[config.mk]
export PLATFORM = sky130hd
export DESIGN_NAME = sample_frame_collector
export DESIGN_NICKNAME = d
export VERILOG_FILES = /design/src/rtl/rf_pkg.sv /design/src/rtl/feat_pingpong_ram.sv /design/src/rtl/sample_frame_collector.sv
export SDC_FILE = /design/constraint.sdc
export NUM_CORES = 1
export LEC_CHECK = 0
export ABC_AREA = 1
export BUFFER_PORTS_ARGS = -buffer_cell sky130_fd_sc_hd__buf_2
export CAP_MARGIN = 20
export CORE_MARGIN = 2
export CORE_UTILIZATION = 60
export DETAILED_ROUTE_END_ITERATION = 7
export PLACE_DENSITY_LB_ADDON = 0.12
export RECOVER_POWER = 25
export SYNTH_ARGS = -nofsm -noshare
export SYNTH_HDL_FRONTEND = slang
export SYNTH_SLANG_ARGS = --single-unit
[constraint.sdc]
create_clock -name clk -period 3 [get_ports clk]
set_clock_uncertainty 0.15 [all_clocks]
set_input_delay 0 -clock clk [delete_from_list [all_inputs] [get_ports clk]]
set_output_delay 0 -clock clk [all_outputs]
set_load 0.01 [all_outputs]
[src/rtl/rf_pkg.sv]
// Shared definitions for the sample frame collector: controller states and
// the read latency of the upstream sample FIFO.
package rf_pkg;

  typedef enum logic [2:0] {
    ST_IDLE      = 3'd0,
    ST_PRST      = 3'd1,
    ST_FETCH     = 3'd2,
    ST_DRAIN     = 3'd3,
    ST_WAIT_BANK = 3'd4,
    ST_DONE      = 3'd5
  } state_e;

  localparam int RD_LAT = 4;

  // Wide enough to count every pop that can be in flight, plus headroom.
  localparam int INFL_W = $clog2(RD_LAT + 1) + 1;

endpackage

[src/rtl/feat_pingpong_ram.sv]
// Two-bank feature store: one write port and one registered read port.
// The read port returns zero when the caller flags the address as out of range.
module feat_pingpong_ram #(
  parameter int WIDTH    = 16,
  parameter int FEAT_BIT = 5
) (
  input  logic                clk,
  input  logic                rst,
  input  logic                we_i,
  input  logic                wbank_i,
  input  logic [FEAT_BIT-1:0] waddr_i,
  input  logic [WIDTH-1:0]    wdata_i,
  input  logic                rbank_i,
  input  logic [FEAT_BIT-1:0] raddr_i,
  input  logic                rzero_i,
  output logic [WIDTH-1:0]    rdata_o
);

  localparam int ENTRIES = 2 ** (FEAT_BIT + 1);

  logic [WIDTH-1:0] mem_q [ENTRIES];
  logic [WIDTH-1:0] rdata_q;

  always_ff @(posedge clk) begin
    if (we_i) begin
      mem_q[{wbank_i, waddr_i}] <= wdata_i;
    end
  end

  always_ff @(posedge clk or posedge rst) begin
    if (rst) begin
      rdata_q <= '0;
    end else if (rzero_i) begin
      rdata_q <= '0;
    end else begin
      rdata_q <= mem_q[{rbank_i, raddr_i}];
    end
  end

  assign rdata_o = rdata_q;

endmodule

[src/rtl/sample_frame_collector.sv]
// Pops feature words from an upstream FIFO, assembles them into samples in a
// ping-pong store, and hands complete samples to a consumer one at a time.
module sample_frame_collector
  import rf_pkg::*;
#(
  parameter int WIDTH     = 16,
  parameter int FEAT_BIT  = 5,
  parameter int DEPTH_BIT = 13
) (
  input  logic                 clk,
  input  logic                 rst,
  input  logic                 i_start,
  input  logic [FEAT_BIT-1:0]  i_num_feat,
  output logic                 o_ptr_rst,
  output logic                 o_pop,
  input  logic                 i_is_empty,
  input  logic [WIDTH-1:0]     i_front,
  input  logic                 i_vld,
  output logic                 o_smp_vld,
  input  logic                 i_smp_rdy,
  input  logic [FEAT_BIT-1:0]  i_feat_raddr,
  output logic [WIDTH-1:0]     o_feat_rdata,
  output logic [DEPTH_BIT-1:0] o_smp_cnt,
  output logic                 o_done,
  output logic                 o_err
);

  state_e               state_q, state_d;
  logic [FEAT_BIT-1:0]  num_feat_q, num_feat_d;
  logic [FEAT_BIT-1:0]  pop_cnt_q, pop_cnt_d;
  logic [FEAT_BIT-1:0]  wr_idx_q, wr_idx_d;
  logic [INFL_W-1:0]    inflight_q, inflight_d;
  logic [1:0]           full_q, full_d;
  logic                 wbank_q, wbank_d;
  logic                 rbank_q, rbank_d;
  logic [DEPTH_BIT-1:0] smp_cnt_q, smp_cnt_d;
  logic                 err_q, err_d;
  logic                 end_q, end_d;
  logic                 part_q, part_d;

  logic pop_acc;
  logic wr_en;
  logic last_wr;
  logic smp_rel;
  logic rd_zero;

  assign o_pop   = (state_q == ST_FETCH);
  assign pop_acc = o_pop & ~i_is_empty;

  // Only words we actually asked for are stored; anything arriving with no
  // pop outstanding (e.g. leftovers from before a reset) is dropped.
  assign wr_en   = i_vld & (inflight_q != '0);
  assign last_wr = wr_en & (wr_idx_q == num_feat_q);
  assign smp_rel = full_q[rbank_q] & i_smp_rdy;
  assign rd_zero = (i_feat_raddr > num_feat_q);

  always_comb begin
    state_d    = state_q;
    num_feat_d = num_feat_q;
    pop_cnt_d  = pop_cnt_q;
    wr_idx_d   = wr_idx_q;
    full_d     = full_q;
    wbank_d    = wbank_q;
    rbank_d    = rbank_q;
    smp_cnt_d  = smp_cnt_q;
    err_d      = err_q;
    end_d      = end_q;
    part_d     = part_q;
    inflight_d = inflight_q + INFL_W'(pop_acc) - INFL_W'(wr_en);

    if (wr_en) begin
      wr_idx_d = last_wr ? '0 : wr_idx_q + 1'b1;
      if (last_wr) begin
        full_d[wbank_q] = 1'b1;
        wbank_d         = ~wbank_q;
      end
    end

    // Fill and release always target different banks, so both can apply.
    if (smp_rel) begin
      full_d[rbank_q] = 1'b0;
      rbank_d         = ~rbank_q;
      smp_cnt_d       = smp_cnt_q + 1'b1;
    end

    case (state_q)
      ST_IDLE, ST_DONE: begin
        if (i_start) begin
          num_feat_d = i_num_feat;
          pop_cnt_d  = '0;
          wr_idx_d   = '0;
          inflight_d = '0;
          full_d     = '0;
          wbank_d    = 1'b0;
          rbank_d    = 1'b0;
          smp_cnt_d  = '0;
          err_d      = 1'b0;
          end_d      = 1'b0;
          part_d     = 1'b0;
          state_d    = ST_PRST;
        end
      end
      ST_PRST: begin
        state_d = ST_FETCH;
      end
      ST_FETCH: begin
        if (pop_acc) begin
          if (pop_cnt_q == num_feat_q) begin
            pop_cnt_d = '0;
            state_d   = ST_DRAIN;
          end else begin
            pop_cnt_d = pop_cnt_q + 1'b1;
          end
        end else if (i_is_empty) begin
          pop_cnt_d = '0;
          if (pop_cnt_q != '0) begin
            part_d  = 1'b1;
            state_d = ST_DRAIN;
          end else if ((full_q == 2'b00) && (inflight_q == '0)) begin
            state_d = ST_DONE;
          end else begin
            end_d   = 1'b1;
            state_d = ST_DRAIN;
          end
        end
      end
      ST_DRAIN: begin
        // Every decision here waits until all requested words have landed.
        if (inflight_q == '0) begin
          if (part_q) begin
            part_d   = 1'b0;
            wr_idx_d = '0;
            err_d    = 1'b1;
            state_d  = ST_DONE;
          end else if (end_q) begin
            if (full_q == 2'b00) begin
              end_d   = 1'b0;
              state_d = ST_DONE;
            end
          end else if (full_q[wbank_q]) begin
            state_d = ST_WAIT_BANK;
          end else begin
            state_d = ST_FETCH;
          end
        end
      end
      ST_WAIT_BANK: begin
        if (!full_q[wbank_q]) begin
          state_d = ST_FETCH;
        end
      end
      default: begin
        state_d = ST_IDLE;
      end
    endcase
  end

  always_ff @(posedge clk or posedge rst) begin
    if (rst) begin
      state_q    <= ST_IDLE;
      num_feat_q <= '0;
      pop_cnt_q  <= '0;
      wr_idx_q   <= '0;
      inflight_q <= '0;
      full_q     <= '0;
      wbank_q    <= 1'b0;
      rbank_q    <= 1'b0;
      smp_cnt_q  <= '0;
      err_q      <= 1'b0;
      end_q      <= 1'b0;
      part_q     <= 1'b0;
    end else begin
      state_q    <= state_d;
      num_feat_q <= num_feat_d;
      pop_cnt_q  <= pop_cnt_d;
      wr_idx_q   <= wr_idx_d;
      inflight_q <= inflight_d;
      full_q     <= full_d;
      wbank_q    <= wbank_d;
      rbank_q    <= rbank_d;
      smp_cnt_q  <= smp_cnt_d;
      err_q      <= err_d;
      end_q      <= end_d;
      part_q     <= part_d;
    end
  end

  feat_pingpong_ram #(
    .WIDTH    (WIDTH),
    .FEAT_BIT (FEAT_BIT)
  ) u_ram (
    .clk     (clk),
    .rst     (rst),
    .we_i    (wr_en),
    .wbank_i (wbank_q),
    .waddr_i (wr_idx_q),
    .wdata_i (i_front),
    .rbank_i (rbank_q),
    .raddr_i (i_feat_raddr),
    .rzero_i (rd_zero),
    .rdata_o (o_feat_rdata)
  );

  assign o_ptr_rst = (state_q == ST_PRST);
  assign o_done    = (state_q == ST_DONE);
  assign o_err     = err_q;
  assign o_smp_vld = full_q[rbank_q];
  assign o_smp_cnt = smp_cnt_q;

endmodule

==> PnR_summary.wiki, run 1 <==
{| class="wikitable"
! Metric !! Value
|-
| Result of the run || finished with violations
|-
| Failing checks || max-capacitance violations, max-slew violations
|-
| Number of clock sinks || between 1000 and 1500
|-
| Total wire length after detailed routing || 118700 µm
|-
| Tightest Pin Transition || 2.936 ns
|-
| Resized Gates After CTS || 0
|-
| Growth of design area from synthesis to finish || 12.09%
|-
| Synth Warn # || 0
|-
| Highest attainable clock frequency || around 350 MHz
|-
| Clock tree buffer depth || 3
|-
| Unrepaired setup endpoints after global routing || false
|-
| Share of the synthesized area in the top cell type || roughly two thirds
|-
| FILL cells || 5526
|-
| Clock edge transition at the registers on the reported setup and hold paths || 0.06 ns
|-
| Die Height || 280.7 µm
|-
| Ranking of synthesized cells by area || sky130_fd_sc_hd__edfxtp_1, sky130_fd_sc_hd__nand2_1, sky130_fd_sc_hd__nand3_1, sky130_fd_sc_hd__dfrtp_1, sky130_fd_sc_hd__inv_1
|-
| Met2 demand-to-capacity share in global routing || 47.18%
|-
| Reported leakage power || 20.23 nW
|-
| EDFF count, synth || a little over 1000
|-
| Critical path class || reg -> reg
|-
| Part of the Yosys area used for sequential elements || 70.08%
|-
| Headroom to the max-slew limit || -95.74%
|-
| Area of all sequential standard cells || 32200 µm²
|-
| Met1 GRT Util || 44.58%
|-
| Minimum period implied by the final worst setup slack || around 2.8 ns
|-
| IO buf count || 65
|-
| Clock latency of the later-clocked register in the worst-skew pair || 0.66 ns
|-
| Power per cell area || 674.9 nW/µm²
|-
| Number of vias in the routed layout || slightly above 30000
|-
| Gate count after technology mapping || 4148
|-
| Post-CTS setup repair buffer count || 0
|-
| I/O pin total || 66
|-
| Synthesized area || about 46000 µm²
|-
| Largest net degree at the start of global routing || between 150 and 200
|-
| Final non-filler cell total || between 5000 and 6000
|-
| Post-synth top flop || sky130_fd_sc_hd__edfxtp_1
|-
| Placement Rows || 101
|-
| Critical Path RT || between 3 and 4 ns
|-
| Global routing met3 resource utilization || between 4 and 5%
|-
| Half-perimeter wire length after detailed placement || 70380 µm
|-
| Yosys cell types || 40
|-
| Hold buffer count at cts || 44
|-
| Routed via count divided by cell count || 5.774
|-
| Root buffer cell || sky130_fd_sc_hd__clkbuf_16
|-
| Endpoint class of the critical path || register
|-
| 1st-pass router iterations || 6
|-
| Dpl cells || 5126
|-
| Total area of multi-input combinational cells || 11160 µm²
|-
| Number of nets in the synthesized netlist || 4195
|-
| FFs w/ async S/R, synth || 5.360%
|-
| Num CTS Buffers || 105
|-
| Number of register bits inferred by synthesis || 1082
|-
| Count of nets left with antenna violations after detail routing || 0
|-
| Final number of max-transition violations || 341
|-
| Routing layer with the top usage in global route || met2
|-
| CP Launch Type || register
|-
| Cell Area, Placed || 47810 µm²
|-
| Final Instance Area || between 50000 and 60000 µm²
|-
| Total DRC errors in the routed layout || 0
|-
| Vias in the first global route || 28890
|-
| Share of layout cells above drive strength 1 || 10.49%
|-
| Max-Cap Viols || 10
|-
| Starting DRC count in detailed routing || 3833
|-
| # H-tree levels || 3
|-
| Final GP Congestion || about 0.9
|-
| Die Footprint || 78810 µm²
|-
| Hold violation total from the final report || 0
|-
| Post-route setup TNS || 0 ns
|-
| Post-detailed-route wirelength per cell || ~22 µm
|-
| Library cell with the largest summed area after synthesis || sky130_fd_sc_hd__edfxtp_1
|-
| Clock tree from TritonCTS || built
|-
| GRT Util Overall || 30.31%
|-
| Arrival time worst endpoint || 3.28 ns
|-
| Number of antenna violations at the first check in global routing || 1
|-
| Ratio of final minimum period to clock period || 94.24%
|-
| Post-layout nets || approximately 4300
|-
| First-pass GRT wire length || 176600 µm
|-
| Syn Area/Cell || 11.08 µm²
|-
| Class of the worst hold path || in -> reg
|-
| Biggest fanout along the worst timing path || 19
|-
| Remaining Overflow, GRT || 0
|-
| Die width || 280.7 µm
|-
| Maximum resistive drop on vdd || around 0.57 mV
|-
| Number of setup violations in the final report || 0
|-
| Core Footprint || 75820 µm²
|-
| Effective utilization at floorplan || between 60% and 70%
|}
-- layer usage --
metal / up-vias / part of all wire, %
met1: 14940 / 41
met2: 1508 / 46
met3: 177 / 9.7
li1: 14350 / -
met5: - / 0
met4: 0 / 2.7
-- worst paths after layout --
check | from | to | slack [ns] | cells past startpoint
setup reg to reg | state_q[1] | num_feat_q[1] | 0.17 | 10
hold / removal | i_feat_raddr[1] | u_ram.rdata_o[9] | 0.12 | 6
max in group asynchronous | rst | u_ram.rdata_o[11] | 1.36 | 5
setup / recovery | state_q[1] | num_feat_q[1] | 0.17 | 10
hold reg to reg | o_smp_cnt[12] | o_smp_cnt[12] | 0.33 | 1
min in group asynchronous | rst | o_smp_cnt[12] | 0.50 | 4
-- kinds of logic after synthesis --
group | Yosys count | synth area share (%)
buffers and inverters | 578 | 5.672
AOI/OAI and AO/OA | 68 | 0.8251
DFF | 1082 | 70.08
adders and majority gates | 15 | 0.4248
and+or+nand+nor | 2393 | 22.77
xor gates and xnor gates | 12 | 0.2287
-- cell type report --
type,instances,area share [%]
Clock inverter,69,1.161
Multi-Input combinational cell,2488,21.66
Antenna cell,2,0.009718
Sequential cell,1082,62.52
Clock buffer,123,5.316
Inverter,349,2.592
Timing Repair Buffer,273,4.361
Tap cell,978,2.376
-- worst max-delay path, stage by stage, from the launching register on --
cell and delay (ns):
sky130_fd_sc_hd__dfrtp_1 0.46, sky130_fd_sc_hd__inv_1 0.10, sky130_fd_sc_hd__nand2_1 0.10, sky130_fd_sc_hd__o21ai_2 0.16
sky130_fd_sc_hd__inv_2 0.05, sky130_fd_sc_hd__nor2_1 0.12, sky130_fd_sc_hd__buf_4 0.28, sky130_fd_sc_hd__nand2_1 0.10
sky130_fd_sc_hd__dlygate4sd3_1 0.59, sky130_fd_sc_hd__o21ai_0 0.08, sky130_fd_sc_hd__dlygate4sd3_1 0.57
-- placed cells by master, fill, tap and decap left out, drive strengths merged, types with 44 or more instances in the layout --
cell            n
nand2        1229
nor2          151
buf           205
inv           350
clkinv         54
dlygate4sd3    44
edfxtp       1024
clkbuf        146
or2           136
dfrtp          58
nand3         848
-- synth_stat cells, types with 2 or more instances --
master and count:
sky130_fd_sc_hd__dfrtp_1 58, sky130_fd_sc_hd__nor3b_1 2, sky130_fd_sc_hd__buf_4 33, sky130_fd_sc_hd__buf_2 102, sky130_fd_sc_hd__or2_1 52, sky130_fd_sc_hd__a31oi_1 17, sky130_fd_sc_hd__clkbuf_1 53, sky130_fd_sc_hd__nand2_2 3
sky130_fd_sc_hd__nor3_2 2, sky130_fd_sc_hd__nand3_1 848, sky130_fd_sc_hd__ha_1 14, sky130_fd_sc_hd__nor2_2 3, sky130_fd_sc_hd__a21oi_1 19, sky130_fd_sc_hd__edfxtp_1 1024, sky130_fd_sc_hd__nand4_1 8, sky130_fd_sc_hd__inv_2 4
sky130_fd_sc_hd__nand2_1 1226, sky130_fd_sc_hd__inv_4 2, sky130_fd_sc_hd__buf_1 13, sky130_fd_sc_hd__o21ai_0 23, sky130_fd_sc_hd__o21ai_1 3, sky130_fd_sc_hd__or2_2 75, sky130_fd_sc_hd__xnor2_1 2, sky130_fd_sc_hd__nor3_1 16
sky130_fd_sc_hd__or2_0 9, sky130_fd_sc_hd__buf_6 20, sky130_fd_sc_hd__nor2_1 148, sky130_fd_sc_hd__inv_1 342, sky130_fd_sc_hd__clkbuf_2 6, sky130_fd_sc_hd__xor2_1 10, sky130_fd_sc_hd__buf_8 2
-- power by group --
group	switching, W	leakage (nW)	internal, W
registers	0.000383	9.97	0.0171
clock network	0.00551	1.65	0.00736
logic	0.00305	8.61	0.00131
-- through the flow --
stage | setup WS [ns] | utilization (%) | hold slack (ns) | total power [W]
4_1_cts | 0.2648 | 68.03 | 0.008135 | 0.03482
3_3_place_gp | 0.3773 | 63.02 | 0.06449 | 0.02191
6_report | 0.1729 | 67.92 | 0.1249 | 0.03476
5_1_grt | 0.01811 | 67.92 | 0.1085 | 0.03592
3_5_place_dp | 0.3208 | 63.05 | 0.06669 | 0.02199
2_1_floorplan | 0.2964 | - | -0.05113 | 0.02023
-- flip-flops by register name, indices dropped and copies added, names as in the netlist, 2 cells and up --
name,count
u_ram.mem_q,1024
full_q,2
state_q,3
inflight_q,4
num_feat_q,5
o_smp_cnt,13
u_ram.rdata_o,16
wr_idx_q,5
pop_cnt_q,5
Note: power is estimated with default switching activity, not from simulation.
==> run 2: changes to the inputs <==
--- a/config.mk
+++ b/config.mk
@@ -5,7 +5,6 @@
 export SDC_FILE = /design/constraint.sdc
 export NUM_CORES = 1
 export LEC_CHECK = 0
-export ABC_AREA = 1
 export BUFFER_PORTS_ARGS = -buffer_cell sky130_fd_sc_hd__buf_2
 export CAP_MARGIN = 20
 export CORE_MARGIN = 2
==> run 2 against run 1 <==
The flow still finishes with violations (max-capacitance violations, max-slew violations). Via count is 31% lower. First-iteration DRC count decreased by 31%. Clock power barely moved. Critical path depth down 3. Final area decreased by 5.8%. Cell count shrank 38%. Synthesized cell count down 52%. Highest routed layer is now met5. Combinational power increased by 0.9%. Critical path type unchanged. Non-clock buffer count increased by 25. Maximum frequency is 0.27% higher. Critical endpoint is now num_feat_q[2]. Flip-flop and latch count stayed put. Core utilization up 1.6 points.
==> PnR_summary.wiki, run 2 <==
{| class="wikitable"
! Metric !! Value
|-
| Peak per-stage delay on the critical path || 0.59 ns
|-
| Post-CTS setup repair buffer count || 0
|-
| Area of all sequential standard cells || roughly 32000 µm²
|-
| FILL cells || 4336
|-
| Net load switching power || 0.008672 W
|-
| Maximum resistive drop on vdd || 0.5534 mV
|-
| EDFF count, synth || 1024
|-
| Post-Synth XOR/XNOR Area || 0.6034%
|-
| Headroom to the max-slew limit || -34.71%
|-
| Num CTS Buffers || 104
|-
| Arrival time worst endpoint || roughly 3.3 ns
|-
| Clock tree from TritonCTS || built
|-
| Clock tree buffer depth || 3
|-
| Endpoint class of the critical path || register
|-
| Failing checks || max-capacitance violations, max-slew violations
|-
| Final number of max-transition violations || 346
|-
| Simple-Gate Fraction of Synth Area || 2.559%
|-
| First-pass GRT wire length || ~150000 µm
|-
| Internal Dissipation || 0.02643 W
|-
| Highest attainable clock frequency || 354.7 MHz
|-
| Main combinational cell family by area after synthesis || multiplexers
|-
| Library cell with the largest summed area after synthesis || sky130_fd_sc_hd__edfxtp_1
|-
| Placement Rows || 97
|-
| Worst r2r path cells || 7
|-
| Syn Area/Cell || around 21 µm²
|-
| Critical path class || reg -> reg
|-
| Register share of total power || 50.4%
|-
| Hold violation total from the final report || 0
|-
| Reg-to-reg setup timing slack || 0.18 ns
|-
| Leading post-synthesis cells by instance count || sky130_fd_sc_hd__edfxtp_1, sky130_fd_sc_hd__mux4_2, sky130_fd_sc_hd__nor2_1
|-
| Class of the worst hold path || in -> reg
|-
| Most frequent standard cell in the layout excluding fill and tap cells || sky130_fd_sc_hd__edfxtp_1
|-
| GRT Util Overall || 29.24%
|-
| Synthesized area || between 40000 and 50000 µm²
|-
| Routed via count divided by cell count || 6.484
|-
| Gate count after technology mapping || roughly 2000
|-
| Post-detailed-route wirelength per cell || slightly above 30 µm
|-
| Effective utilization at floorplan || 60.32%
|-
| Final GP Congestion || between 0.8 and 0.9
|-
| Total DRC errors in the routed layout || 0
|-
| Ranking of synthesized cells by area || sky130_fd_sc_hd__edfxtp_1, sky130_fd_sc_hd__mux4_2, sky130_fd_sc_hd__dfrtp_1, sky130_fd_sc_hd__mux2i_1, sky130_fd_sc_hd__nor2_1
|-
| Growth of design area from synthesis to finish || 15.20%
|-
| Part of the Yosys area used for sequential elements || 76.50%
|-
| Die width || 268.9 µm
|-
| List of cells traversed by the critical path || or2_2 -> a21oi_2 -> buf_4 -> nand2_1 -> dlygate4sd3_1 -> o21ai_0 -> dlygate4sd3_1
|-
| Most common cell in the synthesized netlist || sky130_fd_sc_hd__edfxtp_1
|-
| Result of the run || finished with violations
|-
| Register name with the most flops || u_ram.mem_q
|-
| Largest net degree at the start of global routing || 65
|-
| Ratio of final minimum period to clock period || between 90% and 100%
|-
| Number of nets in the synthesized netlist || roughly 2000
|-
| I/O pin total || between 60 and 70
|-
| CP startpoint || state_q[0]
|-
| Number of antenna violations at the first check in global routing || 4
|-
| 1st-pass router iterations || 5
|-
| Clock power frac || 37.1%
|-
| Share of layout cells above drive strength 1 || 28.37%
|-
| Number of setup violations in the final report || 0
|-
| Post-synthesis compound-gate area fraction || approximately 3.3%
|-
| Cell occurring most often along the worst timing path || sky130_fd_sc_hd__dlygate4sd3_1
|-
| IO buf count || 65
|-
| Starting DRC count in detailed routing || 2635
|-
| FFs w/ async S/R, synth || 5.360%
|-
| Fraction of power spent switching nets || 24.70%
|-
| Synth Warn # || 0
|-
| Number of clock sinks || 1082
|-
| Number of vias in the routed layout || 21420
|-
| Total area of multi-input combinational cells || 9208 µm²
|-
| Source of the worst register-to-register timing path || state_q[0]
|-
| Post-layout nets || 2322
|-
| Remaining Overflow, GRT || 0
|-
| Crit path max-delay cell type || sky130_fd_sc_hd__dlygate4sd3_1
|-
| Root buffer cell || sky130_fd_sc_hd__clkbuf_16
|-
| Minimum period implied by the final worst setup slack || around 2.8 ns
|-
| Worst hold-check slack || between 0.1 and 0.15 ns
|-
| Core Footprint || 69790 µm²
|-
| Critical Path RT || 3.43 ns
|-
| Number of register bits inferred by synthesis || 1082
|-
| Share of total power in combinational logic || 12.5%
|-
| Power per cell area || 723.9 nW/µm²
|-
| Die Footprint || 72290 µm²
|-
| # H-tree levels || 3
|-
| Yosys cell types || between 50 and 60
|-
| Cell Area, Placed || approximately 45000 µm²
|-
| Worst reg2reg path endpoint || num_feat_q[2]
|-
| Die Height || roughly 270 µm
|-
| Share of cell area taken by muxes after synthesis || between 10 and 15%
|-
| Vias in the first global route || 21460
|-
| CP Launch Type || register
|-
| Post-synth top flop || sky130_fd_sc_hd__edfxtp_1
|-
| Final Instance Area || 48490 µm²
|-
| Most frequent cells in the layout || sky130_fd_sc_hd__edfxtp_1, sky130_fd_sc_hd__mux4_2, sky130_fd_sc_hd__buf_4, sky130_fd_sc_hd__nor2_1, sky130_fd_sc_hd__clkbuf_16
|-
| Max-Cap Viols || 9
|-
| Flip-flop count of the largest register, all copies and words added || just over 1000
|-
| Tightest Pin Transition || 2.021 ns
|-
| Adder-cell share of the synthesized area || 0.4637%
|-
| Count of nets left with antenna violations after detail routing || 0
|-
| Total wire length after detailed routing || 102000 µm
|-
| Half-perimeter wire length after detailed placement || 63970 µm
|-
| Reported leakage power || 16.05 nW
|-
| Post-route setup TNS || 0 ns
|-
| Biggest fanout along the worst timing path || 20
|-
| Share of the synthesized area in the top cell type || 73.05%
|-
| Worst setup path endpoint || num_feat_q[2]
|-
| Unrepaired setup endpoints after global routing || false
|-
| Clock edge transition at the registers on the reported setup and hold paths || 0.07 ns
|-
| Clock latency of the later-clocked register in the worst-skew pair || 0.67 ns
|}
[run 2: cell types whose count changed after synthesis, moves of 52 or more]
cell,delta
sky130_fd_sc_hd__nand2_1,-1192
sky130_fd_sc_hd__nand3_1,-816
sky130_fd_sc_hd__inv_1,-319
sky130_fd_sc_hd__mux4_2,+256
sky130_fd_sc_hd__or2_2,-73
sky130_fd_sc_hd__buf_2,-68
sky130_fd_sc_hd__or2_1,-52
[run 2: power groups by stage]
stage	clock network (W)	logic [W]	registers, W
after floorplan	0	0.00242	0.0178
after detailed placement	0	0.00420	0.0180
final	0.0130	0.00439	0.0177
after CTS	0.0132	0.00438	0.0177
after global placement	0	0.00410	0.0179
after global routing	0.0138	0.00469	0.0177
[run 2: area by class of cell]
cell class / instances / share of cell area (%)
Timing Repair Buffer: 298 / 4.934
Clock buffer: 125 / 5.682
Inverter: 24 / 0.1858
Multi-Input combinational cell: 765 / 18.99
Antenna cell: 1 / 0.005161
Clock inverter: 68 / 1.370
Sequential cell: 1082 / 66.41
Tap cell: 940 / 2.425
[run 2: logic make-up after synthesis]
| kind of cell | count (synthesis) |
|---|---|
| flops | 1082 |
| mux | 307 |
| simple gates | 233 |
| compound gates | 181 |
| buf+inv | 125 |
| xor+xnor | 29 |
| fa+ha+maj | 15 |
[run 2: worst min-delay path by stage]
stage,start,end,slack [ns],cells after the start
final,i_vld,wr_idx_q[1],0.14,5
after global routing,i_vld,wr_idx_q[1],0.18,5
after CTS,i_vld,wr_idx_q[1],0.12,5
after detailed placement,rst,end_q,-0.08,2
after global placement,rst,end_q,-0.09,2
after floorplan,i_front[0],u_ram.mem_q[0][0],-0.05,0
[run 2: critical path: cells and delay by family, from the launching register on]
kind	cells	cell delay [ns]
buf+inv	3	1.40
flops	1	0.49
simple gates	2	0.45
compound gates	2	0.24
[run 2: repair_timing]
item | CTS | global route
hold buffers | 47 | 0
setup endpoints to repair | 0 | 2
gates resized for setup | 0 | 1
endpoints found under the hold margin | 812 | 0
[run 2: through the flow]
stage / worst slack [ns] / power [W] / cells / utilization, %
floorplan: 0.3325 / 0.02019 / 1972 / -
global placement: 0.2674 / 0.02203 / 3062 / 63.98
detailed placement: 0.2468 / 0.02218 / 3062 / 63.98
CTS: 0.1939 / 0.03522 / 3302 / 69.55
global route: 0.05545 / 0.03621 / 3302 / 69.48
finish: 0.1805 / 0.03510 / 3303 / 69.48
[run 2: metal layers]
metal  up-vias  track usage, %  routed length (µm)
li1       8855               -                   -
met1     11370           42.37               40350
met2      1002           46.04               49740
met3       190           4.566                8235
met4         2           10.81                3616
met5         -               0                  13
